--- src/rtl/hilo_muldiv_ctrl.sv ---
// HI/LO owner and iterative MULT/MULTU/DIV/DIVU sequencer; MTHI/MTLO commit in one cycle.
// Latency ITER+2 cycles issue-to-commit (2 for divide by zero); stallreq holds EX until the FIX cycle.
module hilo_muldiv_ctrl #(
  parameter int DW    = 32,
  parameter int ITER  = 32,
  parameter int CNT_W = 6
) (
  input  logic          clk,
  input  logic          rst,
  input  logic          op_valid,
  input  logic          op_mult,
  input  logic          op_multu,
  input  logic          op_div,
  input  logic          op_divu,
  input  logic          op_mthi,
  input  logic          op_mtlo,
  input  logic [DW-1:0] src_a,
  input  logic [DW-1:0] src_b,
  input  logic          cancel,
  output logic          stallreq,
  output logic          busy,
  output logic          done,
  output logic [DW-1:0] hi_o,
  output logic [DW-1:0] lo_o
);

  typedef enum logic [1:0] {IDLE, RUN, FIX} state_t;

  state_t            state_q;
  logic [CNT_W-1:0]  cnt_q;
  logic [2*DW-1:0]   acc_q;      // mult: {partial, multiplier}; div: {remainder, dividend/quotient}
  logic [DW-1:0]     opnd_q;     // multiplicand or divisor magnitude
  logic              neg_res_q;
  logic              neg_rem_q;
  logic              is_div_q;
  logic              dz_q;
  logic [DW-1:0]     hi_q;
  logic [DW-1:0]     lo_q;
  logic              busy_q;
  logic              done_q;

  logic              md_op;
  logic              div_op;
  logic              sign_a;
  logic              sign_b;
  logic [DW-1:0]     mag_a;
  logic [DW-1:0]     mag_b;
  logic [2*DW-1:0]   acc_d;
  logic [DW:0]       mul_sum;
  logic [DW:0]       div_rem;
  logic [DW:0]       div_diff;
  logic [2*DW-1:0]   prod_fix;
  logic [DW-1:0]     hi_fix;
  logic [DW-1:0]     lo_fix;

  assign md_op  = op_mult | op_multu | op_div | op_divu;
  assign div_op = op_div | op_divu;
  assign sign_a = (op_mult | op_div) & src_a[DW-1];
  assign sign_b = (op_mult | op_div) & src_b[DW-1];
  assign mag_a  = sign_a ? -src_a : src_a;
  assign mag_b  = sign_b ? -src_b : src_b;

  // Remainder stays below the divisor, so the shifted remainder fits in DW+1 bits.
  assign mul_sum  = {1'b0, acc_q[2*DW-1:DW]} + (acc_q[0] ? {1'b0, opnd_q} : {(DW+1){1'b0}});
  assign div_rem  = acc_q[2*DW-1:DW-1];
  assign div_diff = div_rem - {1'b0, opnd_q};

  always_comb begin
    acc_d = {mul_sum, acc_q[DW-1:1]};
    if (is_div_q) begin
      if (!div_diff[DW]) acc_d = {div_diff[DW-1:0], acc_q[DW-2:0], 1'b1};
      else               acc_d = {div_rem[DW-1:0], acc_q[DW-2:0], 1'b0};
    end
  end

  assign prod_fix = neg_res_q ? -acc_q : acc_q;

  always_comb begin
    hi_fix = prod_fix[2*DW-1:DW];
    lo_fix = prod_fix[DW-1:0];
    if (dz_q) begin
      hi_fix = acc_q[DW-1:0];
      lo_fix = {DW{1'b1}};
    end else if (is_div_q) begin
      hi_fix = neg_rem_q ? -acc_q[2*DW-1:DW] : acc_q[2*DW-1:DW];
      lo_fix = neg_res_q ? -acc_q[DW-1:0]    : acc_q[DW-1:0];
    end
  end

  assign stallreq = rst & ~cancel &
                    (((state_q == IDLE) & op_valid & md_op) | (state_q == RUN));

  always_ff @(posedge clk) begin
    if (!rst) begin
      state_q   <= IDLE;
      cnt_q     <= '0;
      acc_q     <= '0;
      opnd_q    <= '0;
      neg_res_q <= 1'b0;
      neg_rem_q <= 1'b0;
      is_div_q  <= 1'b0;
      dz_q      <= 1'b0;
      hi_q      <= '0;
      lo_q      <= '0;
      busy_q    <= 1'b0;
      done_q    <= 1'b0;
    end else begin
      done_q <= 1'b0;
      case (state_q)
        IDLE: begin
          // A flushed instruction must not start or write HI/LO.
          if (op_valid && !cancel) begin
            if (md_op) begin
              neg_res_q <= sign_a ^ sign_b;
              neg_rem_q <= sign_a;
              is_div_q  <= div_op;
              cnt_q     <= '0;
              busy_q    <= 1'b1;
              if (div_op && (src_b == '0)) begin
                dz_q    <= 1'b1;
                acc_q   <= {{DW{1'b0}}, src_a};
                state_q <= FIX;
              end else begin
                dz_q    <= 1'b0;
                opnd_q  <= div_op ? mag_b : mag_a;
                acc_q   <= {{DW{1'b0}}, div_op ? mag_a : mag_b};
                state_q <= RUN;
              end
            end else begin
              if (op_mthi) hi_q <= src_a;
              if (op_mtlo) lo_q <= src_a;
            end
          end
        end
        RUN: begin
          if (cancel) begin
            state_q <= IDLE;
            busy_q  <= 1'b0;
          end else begin
            acc_q <= acc_d;
            cnt_q <= cnt_q + 1'b1;
            if (cnt_q == CNT_W'(ITER - 1)) state_q <= FIX;
          end
        end
        FIX: begin
          state_q <= IDLE;
          busy_q  <= 1'b0;
          if (!cancel) begin
            hi_q   <= hi_fix;
            lo_q   <= lo_fix;
            done_q <= 1'b1;
          end
        end
        default: begin
          state_q <= IDLE;
          busy_q  <= 1'b0;
        end
      endcase
    end
  end

  assign busy = busy_q;
  assign done = done_q;
  assign hi_o = hi_q;
  assign lo_o = lo_q;

endmodule

--- config.mk ---
export PLATFORM = sky130hd
export DESIGN_NAME = hilo_muldiv_ctrl
export DESIGN_NICKNAME = d
export VERILOG_FILES = /design/src/rtl/hilo_muldiv_ctrl.sv
export SDC_FILE = /design/constraint.sdc
export NUM_CORES = 1
export LEC_CHECK = 0
export CORE_UTILIZATION = 30
export DETAILED_ROUTE_END_ITERATION = 8
export PLACE_DENSITY = 0.44
export SYNTH_ARGS = -nofsm -noshare
export SYNTH_HDL_FRONTEND = slang
export SYNTH_SLANG_ARGS = --single-unit
export TNS_END_PERCENT = 50
--- constraint.sdc ---
create_clock -name clk -period 7.9 [get_ports clk]
set_clock_uncertainty 0.05 [all_clocks]
set_input_delay 0.79 -clock clk [delete_from_list [all_inputs] [get_ports clk]]
set_output_delay 0.79 -clock clk [all_outputs]
set_load 0.02 [all_outputs]
Word level (Yosys, flattened, before mapping)
Index checks and enable logic that the tools add are counted.
Storage, ports and cells
  memories kept: 0
  register bits: 174
  RAM bits: 0
  memory bits (read-only): 0
  latch bits: 0
Cells by class
  $lt $le $gt $ge: 0
  divide/modulo/power cells: 0
  equality and inequality tests: 12
  $mul: 0
  muxes and demuxes: 45
  bitwise operators: 15
  shift operators: 0
  reductions and logical operators: 15
  $add $sub $neg: 8
Operators with widths (number)
  $mux 32: 20
  $mux 64: 6
  $neg 32->32: 4
  $pmux 32 s2: 2
  $pmux 64 s2: 1
  $neg 64->64: 1
  $add 32x32->33: 1
  $sub 33x32->33: 1
  $logic_not 32->1: 1
  $mux 6: 3
  $ne 2x2->1 const B: 7
  $pmux 6 s2: 1
  $mux 2: 5
  $reduce_and 5->1: 2
  $reduce_and 3->1: 3
  $reduce_and 4->1: 2
  $add 6x1->6 const B: 1
  $and 1x1->1: 6
  $eq 6x5->1 const B: 1
  $or 1x1->1: 6
  $mux 1: 5
  $pmux 2 s2: 1
  $reduce_bool 2->1: 2
  $ne 3x2->1 const B: 1
  other kinds (10): 12

Depth between registers and ports, before layout
Gate-level depths: netlist (run 1).
  depth after elaboration: 8
  depth in mapped cells: 15
  depth with buffers taken out: 13

Least setup slack after synthesis (run 1)
OpenSTA, ideal clock, no wires.
  path kind: register to register
  start point: register acc_q[0]
  end point: register hi_q[6] (netlist: hi_o[6])
  arrival: 3.429 ns
  setup time: 0.112 ns
  path buffers: 4
  path slack: 4.309 ns
  clock period less this slack: 3.591 ns
  cell stages (with the launch flop): 15
  required time: 7.738 ns
  path through: dfxtp_1 -> clkbuf_1 -> inv_1 -> clkbuf_1 -> ha_1 -> or3b_1 -> or3_1 -> buf_2 -> or3_1 -> buf_2 -> o21a_4 -> o31ai_2 -> xnor2_1 -> o22ai_1 -> a2111oi_1
On the way
  word-level cells in the longest chain between the ends: 6
RTL lines
  start: declaration: line 31  | logic [2*DW-1:0] acc_q;
  start signal: assignment: line 121  | acc_q <= {{DW{1'b0}}, src_a};
  start signal: assignment: line 126  | acc_q <= {{DW{1'b0}}, div_op ? mag_a : mag_b};
  $neg 64->64: line 76  | assign prod_fix = neg_res_q ? -acc_q : acc_q;
  $mux 64: line 76
  $mux 32: line 84  | end else if (is_div_q) begin
  $mux 32: line 81  | if (dz_q) begin
  $mux 32: line 148  | if (!cancel) begin
  $pmux 32 s2: line 109  | case (state_q)
  end signal: assignment: line 130  | if (op_mthi) hi_q <= src_a;
  end signal: assignment: line 149  | hi_q <= hi_fix;
  end: declaration: line 37  | logic [DW-1:0] hi_q;
Every way passes these cells. The select of a mux whose other input is x is not followed.
A chain may end at the register's enable or synchronous reset.

Final worst setup path (run 1)
  start point: input port op_div
  end point: output port stallreq
On the way
  word-level cells in the longest chain between the ends: 5
RTL lines
  start: declaration: line 13  | input logic op_div,
  $or 1x1->1 (2 in a row): line 56  | assign md_op = op_mult | op_multu | op_div | op_divu;
  $and 1x1->1: line 91  | (((state_q == IDLE) & op_valid & md_op) | (state_q == RUN));
  $or 1x1->1: line 91
  $and 1x1->1: line 90  | assign stallreq = rst & ~cancel &
  end: declaration: line 20  | output logic stallreq,
Every way passes these cells.

==> results.json, run 1 <==
{
  "max_freq_mhz": 162,
  "cts_hold_buf": 0,
  "first_global_vias": 15600,
  "grt_pass1_wl_um": 103000,
  "ir_drop_uv": 144,
  "drt-vias-per-instance": 5.82,
  "setup_viol": 0,
  "cts.clk_slew.worst_paths_ns": 0.07,
  "drc_errors": 0,
  "detail_route.iter0.violations": 1467,
  "area_growth_pct": 16.9,
  "synth-main-ff-cell": "dfxtp_1",
  "syn_area_per_cell_um2": 7.23,
  "fin_crit_sh_pct": 78.1,
  "ant_nets": 0,
  "die_w_um": 227,
  "nNetsFinal": 2291,
  "start_util_pct": 30.4,
  "start_kind": "primary input",
  "final.setup.tns_ns": 0,
  "crit_type": "primary input to output port",
  "ios": 141,
  "firstDrtPassIters": 6,
  "root_buffer": "clkbuf_16",
  "timing.slew.headroom_pct": 12.0,
  "clkLatencyLatePin_ns": 0.51,
  "ys_seq_area_share_pct": 22.9,
  "worstPathArrival_ns": 5.33,
  "clock-sinks": 174,
  "ctsResizeCount": 0,
  "design.die.area_um2": 51700,
  "cp-end-kind": "output port",
  "cts_tree": "built",
  "ys_warn_count": 0,
  "drv_cap": 0,
  "synth-edff-count": 0,
  "antenna_found_initial": 2,
  "io_buffers": 140,
  "grt-ovfl-total": 0,
  "powerDensity_nw_per_um2": 151,
  "coreArea_um2": 50100,
  "power_mw": 2.69,
  "routed_wl_um": 70300,
  "preCtsSetupSlack_ns": 1.86,
  "post-route-min-period_ns": 6.17,
  "synth_fp_nets": 2250,
  "numCtsBuffers": 17,
  "ys_ff_latch": 174,
  "place_congestion": 0.937,
  "h-tree-depth": 4,
  "routedWlPerCell_um": 24.8,
  "post_cts_buffers": 0,
  "setup_ws_ns": 1.73,
  "synthArstFlopShare_pct": 0,
  "p_leak_nw": 6.60,
  "vias": 16500,
  "synth_cell_types": 73,
  "clockBufferDepth": 2,
  "drive_gt1_share_pct": 5.79,
  "crit_fanout": 21,
  "rsz0062_at_grt": "false",
  "grt_max_degree": 70,
  "hpwl_um": 53500,
  "hold_class": "register to register",
  "worstPathRequired_ns": 7.06,
  "syn_area_um2": 15200,
  "worst_pin_slew_ns": 1.31,
  "final_max_slew_viol_count": 0,
  "grt_usage_pct": 27.2,
  "status": "completed",
  "rows": 82,
  "dieHeight_um": 227,
  "hold_viol": 0,
  "syn_inst": 2105
}
==> through the flow <==
stage / hold WS [ns] / instance area, µm² / instances / util, %
6_report: 0.408 / 17800 / 2833 / 35.6
3_5_place_dp: 0.398 / 17200 / 2799 / 34.4
3_3_place_gp: 0.393 / 17200 / 2799 / 34.4
2_1_floorplan: 0.370 / 15200 / 2105 / -
4_1_cts: 0.412 / 17800 / 2831 / 35.5
5_1_grt: 0.424 / 17800 / 2832 / 35.5
==> logic make-up (layout without fill, tap and decap cells) <==
kind of cell | count (synthesis) | after routing | share of synthesized area [%]
flip-flops | 174 | 174 | 22.9
XOR/XNOR | 166 | 166 | 9.55
adder cells (fa/ha/maj) | 71 | 71 | 5.93
other | 0 | 2 | 0
AO/OA/AOI/OAI | 681 | 681 | 29.7
buffers and inverters | 226 | 280 | 5.66
multiplexers | 60 | 60 | 4.08
AND/OR/NAND/NOR | 727 | 727 | 22.2
==> cells in the final DEF, fill, tap and decap left out, types with 8 or more instances in the layout <==
cell type and instances:
nand2_1 244, nor2_1 193, a21oi_1 181, dfxtp_1 173, clkdlybuf4s50_1 140, o21ai_0 128, xnor2_1 103, ha_1 69
nor3_1 64, inv_1 63, xor2_1 62, buf_4 44, mux2i_1 43, nand3_1 40, o31ai_1 40, o221ai_1 39
a211oi_1 35, a31oi_1 33, or3_1 31, nor4_1 28, o22ai_1 28, a22o_1 28, a21o_1 22, nand2b_1 20
o211ai_1 20, a32o_1 19, or4_1 17, nor2b_1 17, mux2_2 17, clkbuf_16 17, o41ai_1 16, and3_1 14
o21a_1 11, or2_2 10, nand4_1 9, o21bai_1 9, a221oi_1 8
==> synthesized netlist by cell type, drive strengths merged (33+ instances only) <==
cell type	instances	area [µm²]
o21ai	133	669
xor2	62	543
inv	64	240
clkbuf	143	538
mux2i	43	430
dfxtp	174	3480
nor3	67	335
xnor2	104	911
ha	69	863
a31oi	33	206
o31ai	42	325
a21oi	181	906
nand3	40	200
a211oi	35	263
nand2	244	916
nor2	197	742
o221ai	39	342
==> metal layers <==
metal	up-vias	global-route usage, %	wire length [µm]
met5	-	0	16
met4	2	11.2	2500
met3	94	5.23	4500
met2	558	41.8	31000
met1	7991	37.0	32300
li1	7851	-	-
==> critical path, cell delays in order <==
cell and delay (ns):
clkdlybuf4s50_1 0.53, nor4_1 1.13, or3b_2 0.30, or3_1 0.50, nand2_1 0.64, nand2_1 0.54, inv_1 0.24, clkdlybuf4s50_1 0.64
==> path summary, 6_finish.rpt <==
kind,from,to,slack (ns),depth (start not counted)
worst max-delay path,op_div,stallreq,1.73,8
worst min-delay path,lo_o[26],lo_o[26],0.41,2
worst max register to register,acc_q[0],acc_q[57],3.60,13
worst min register to register,lo_o[26],lo_o[26],0.41,2
==> report_power, final <==
| part | switching, mW | internal [mW] |
|---|---|---|
| clock | 0.444 | 0.423 |
| sequential | 0.0764 | 0.912 |
| combinational | 0.521 | 0.316 |
==> registers in the layout (all words and copies together) (netlist names), 2 cells and up <==
signal	count
acc_q	64
lo_o	32
opnd_q	32
state_q	2
cnt_q	6
hi_o	32
==> cell type report <==
type | instances | area, µm²
clock inverter | 13 | 121
sequential | 174 | 3490
inverter | 64 | 240
timing repair buffer | 184 | 1730
fill | 5502 | 32300
tap | 672 | 841
antenna | 2 | 5.00
clock buffer | 19 | 443
multi-input combinational | 1705 | 10900
Note: power is estimated with default switching activity, not from simulation.
==> inputs of run 2 (changes only) <==
==> constraint.sdc (replaced) <==
create_clock -name clk -period 6.1 [get_ports clk]
set_clock_uncertainty 0.05 [all_clocks]
set_input_delay 0.61 -clock clk [delete_from_list [all_inputs] [get_ports clk]]
set_output_delay 0.61 -clock clk [all_outputs]
set_load 0.02 [all_outputs]
==> results.json, run 2 (synthesized netlist as in run 1, its figures left out) <==
{
  "crit_path_start": "op_div",
  "final.setup.tns_ns": 0,
  "design_area_um2": 17800,
  "final_util_pct": 35.6,
  "drv_cap": 0,
  "vias": 16600,
  "powerDensity_nw_per_um2": 197,
  "clockBufferDepth": 2,
  "r2r_cells": 9,
  "die_w_um": 227,
  "drc_errors": 0,
  "antenna_found_initial": 4,
  "post-route-min-period_ns": 4.76,
  "ant_nets": 0,
  "n_fill_cell": 5495,
  "max_freq_mhz": 210,
  "timing.slew.headroom_pct": 22.9,
  "hold_class": "register to register",
  "fin_crit_sh_pct": 78.0,
  "design.die.area_um2": 51700,
  "post_cts_buffers": 0,
  "setup_ws_ns": 1.34,
  "grt_usage_pct": 27.6,
  "rows": 82,
  "place_congestion": 0.941,
  "crit_type": "primary input to output port",
  "worstPathRequired_ns": 5.44,
  "multi_input_area_um2": 10900,
  "status": "completed",
  "r2r-start": "acc_q[23]",
  "cts_hold_buf": 0,
  "start_util_pct": 30.4,
  "io_buffers": 140,
  "final_cell_mix": "244 x nand2_1, 193 x nor2_1, 181 x a21oi_1",
  "hpwl_um": 54800,
  "preCtsSetupSlack_ns": 1.35,
  "area_growth_pct": 16.9,
  "grt-ovfl-total": 0,
  "diodes": 0,
  "drt-vias-per-instance": 5.86,
  "p_leak_nw": 6.61,
  "final_max_slew_viol_count": 0,
  "drive_gt1_share_pct": 5.84,
  "routedWlPerCell_um": 25.3,
  "regArea_um2": 3490,
  "top_register": "acc_q",
  "ir_drop_uv": 215,
  "clock-sinks": 174,
  "cp-end-kind": "output port",
  "crit_path_end": "stallreq",
  "numCtsBuffers": 17,
  "r2r_setup_slack_ns": 1.88,
  "clkLatencyLatePin_ns": 0.50,
  "worst_pin_slew_ns": 1.16,
  "ios": 141,
  "cts.clk_slew.worst_paths_ns": 0.07,
  "place_area_um2": 17200,
  "root_buffer": "clkbuf_16",
  "grt_max_degree": 69,
  "routed_wl_um": 71700,
  "h-tree-depth": 4,
  "cts_tree": "built",
  "detail_route.iter0.violations": 1892,
  "rsz0062_at_grt": "false",
  "whs_path_depth": 2,
  "firstDrtPassIters": 5,
  "regToRegEndpoint": "hi_o[3]",
  "grt_pass1_wl_um": 104000,
  "crit_fanout": 15,
  "dieHeight_um": 227,
  "final_common_cell": "nand2_1",
  "hold_viol": 0,
  "nNetsFinal": 2293,
  "setup_viol": 0,
  "largest_reg_flops": 64,
  "first_global_vias": 15500,
  "worstPathArrival_ns": 4.10,
  "coreArea_um2": 50100,
  "start_kind": "primary input",
  "ctsResizeCount": 0
}
## run 2: metrics by stage
stage	power, mW	hold WS (ns)	cells
CTS	3.51	0.409	2831
global route	3.65	0.427	2831
finish	3.51	0.405	2831
detailed placement	2.38	0.395	2801
global placement	2.38	0.393	2801
floorplan	1.96	0.370	2105
## run 2: critical path, cell delays in order
cell and delay [ns]:
clkdlybuf4s50_1 0.52, nor4_1 0.90, buf_4 0.26, or3b_2 0.13, or3_1 0.45, nand2_1 0.14, nand2_1 0.09, buf_4 0.19
inv_1 0.16, clkdlybuf4s50_1 0.63
## run 2: power by group
part           switching (mW)  internal, mW  total, mW
logic                   0.685         0.409       1.09
clock network           0.550         0.582       1.13
registers               0.101          1.18       1.28
## run 2: worst min path at each step
stage	from	endpoint	slack [ns]
final	hi_o[26]	hi_o[26]	0.40
after global placement	hi_o[26]	hi_o[26]	0.39
after global routing	hi_o[26]	hi_o[26]	0.43
after CTS	lo_o[18]	lo_o[18]	0.41
after floorplan	opnd_q[22]	opnd_q[22]	0.37
after detailed placement	hi_o[26]	hi_o[26]	0.39
## run 2: cell type report
cell class	instances	share of cell area [%]
clock buffers	18	2.53
clock inverters	12	0.618
inverters	64	1.35
multi-input cells	1705	61.4
flip-flops and latches	174	19.6
well taps	672	4.72
repair buffers	186	9.81
## run 2: metal layers
layer / GRT usage (%) / up-vias / wire, µm
li1: - / 7825 / -
met1: 38.9 / 8005 / 33100
met2: 42.6 / 673 / 31700
met3: 3.48 / 98 / 4360
met4: 10.4 / 2 / 2450
met5: 0 / - / 11
==> inputs of run 3 (changes only) <==
==> constraint.sdc (replaced) <==
create_clock -name clk -period 4.8 [get_ports clk]
set_clock_uncertainty 0.05 [all_clocks]
set_input_delay 0.48 -clock clk [delete_from_list [all_inputs] [get_ports clk]]
set_output_delay 0.48 -clock clk [all_outputs]
set_load 0.02 [all_outputs]
==> results.json, run 3 (synthesized netlist as in run 1, its figures left out) <==
{
  "routedWlPerCell_um": 25.2,
  "fin_crit_sh_pct": 84.7,
  "hold_class": "register to register",
  "crit_family": "simple AND/OR/NAND/NOR gates",
  "cts_hold_buf": 0,
  "start_kind": "register",
  "drc_errors": 0,
  "clkLatencyLatePin_ns": 0.51,
  "firstDrtPassIters": 5,
  "final_common_cell": "nand2_1",
  "routed_wl_um": 72300,
  "crit_fanout": 12,
  "crit_type": "register to register",
  "ant_nets": 0,
  "io_buffers": 140,
  "die_w_um": 227,
  "place_congestion": 0.956,
  "design.die.area_um2": 51700,
  "worstPathRequired_ns": 5.14,
  "grt_max_degree": 69,
  "slowest_delay_ns": 0.63,
  "grt_usage_pct": 27.9,
  "cp-end-kind": "register",
  "grt-ovfl-total": 0,
  "numCtsBuffers": 17,
  "ios": 141,
  "powerDensity_nw_per_um2": 247,
  "power_mw": 4.49,
  "dieHeight_um": 227,
  "drt-vias-per-instance": 5.85,
  "worst_pin_slew_ns": 1.10,
  "hpwl_um": 56200,
  "timing.slew.headroom_pct": 26.3,
  "drive_gt1_share_pct": 7.59,
  "post_cts_buffers": 0,
  "final_cell_mix": "244 x nand2_1, 193 x nor2_1, 181 x a21oi_1",
  "top_register": "acc_q",
  "area_growth_pct": 19.2,
  "drv_cap": 0,
  "coreArea_um2": 50100,
  "cts.clk_slew.worst_paths_ns": 0.08,
  "p_leak_nw": 6.83,
  "setup_viol": 0,
  "h-tree-depth": 4,
  "worstPathArrival_ns": 4.41,
  "post-route-min-period_ns": 4.07,
  "crit_slowest_cell": "or3_1",
  "grt_pass1_wl_um": 105000,
  "start_util_pct": 30.4,
  "rsz0062_at_grt": "false",
  "vias": 16800,
  "final.setup.tns_ns": 0,
  "antenna_found_initial": 4,
  "hold_viol": 0,
  "clock-sinks": 174,
  "root_buffer": "clkbuf_16",
  "crit_top_cell": "or3_1",
  "detail_route.iter0.violations": 1643,
  "ctsResizeCount": 0,
  "max_freq_mhz": 246,
  "final_util_pct": 36.3,
  "rows": 82,
  "first_global_vias": 15900,
  "clockBufferDepth": 2,
  "diodes": 0,
  "path_cells": "inv_1 > ha_1 > or3b_1 > or3_1 > or3_1 > o21a_4 > o31ai_2 > xnor2_1 > o22ai_1 > a2111oi_1",
  "nNetsFinal": 2333,
  "cts_tree": "built",
  "final_max_slew_viol_count": 0,
  "largest_reg_flops": 64,
  "crit_buf_inv": 1,
  "n_fill_cell": 5422,
  "status": "completed",
  "ir_drop_uv": 250
}
run 3: cell types whose count changed in the layout (fill, tap and decap cells not counted), sizes merged:
| cell | previous run | this run |
|---|---|---|
| inv | 67 | 71 |
| clkinvlp | 4 | 2 |
| clkbuf | 18 | 17 |
| clkinv | 4 | 5 |
| bufinv | 1 | 0 |
| buf | 46 | 86 |
run 3: layout make-up:
| class | count | area (µm²) | area share [%] |
|---|---|---|---|
| Clock inverter | 14 | 148 | 0.813 |
| Tap cell | 672 | 841 | 4.63 |
| Inverter | 64 | 240 | 1.32 |
| Timing Repair Buffer | 226 | 2080 | 11.5 |
| Clock buffer | 17 | 425 | 2.34 |
| Sequential cell | 174 | 3490 | 19.2 |
| Multi-Input combinational cell | 1705 | 10900 | 60.2 |
run 3: worst paths after layout:
check | end | depth (start not counted) | start | slack [ns]
worst max-delay path | hi_o[8] | 10 | acc_q[0] | 0.73
worst min-delay path | lo_o[16] | 2 | lo_o[16] | 0.41
worst max register to register | hi_o[8] | 10 | acc_q[0] | 0.73
worst min register to register | lo_o[16] | 2 | lo_o[16] | 0.41
run 3: where the power goes:
| group | total (mW) | internal (mW) | switching [mW] | leakage [nW] |
|---|---|---|---|---|
| Clock | 1.45 | 0.689 | 0.759 | 0.275 |
| Sequential | 1.62 | 1.50 | 0.120 | 1.41 |
| Combinational | 1.42 | 0.541 | 0.877 | 5.14 |
| Total | 4.49 | 2.73 | 1.76 | 6.83 |
run 3: per-layer routing:
layer / vias up / routed length [µm] / global-route usage, %
li1: 7912 / - / -
met1: 8046 / 32000 / 37.8
met2: 715 / 31600 / 42.6
met3: 133 / 5680 / 5.76
met4: 6 / 2980 / 12.4
met5: - / 38 / 0
run 3: per-stage QoR:
| stage | area, µm² | hold slack, ns | setup WS, ns | std cells |
|---|---|---|---|---|
| final | 18200 | 0.407 | 0.734 | 2872 |
| after global routing | 18200 | 0.423 | 0.468 | 2872 |
| after CTS | 18200 | 0.409 | 0.792 | 2872 |
| after detailed placement | 17600 | 0.397 | 0.710 | 2841 |
| after global placement | 17600 | 0.396 | 0.725 | 2841 |
| after floorplan | 15200 | 0.370 | 1.21 | 2105 |
run 3: worst min-delay path, cell delays in order, from the launching register on:
cell	delay [ns]
dfxtp_1	0.31
nand2_1	0.05
a21oi_1	0.05
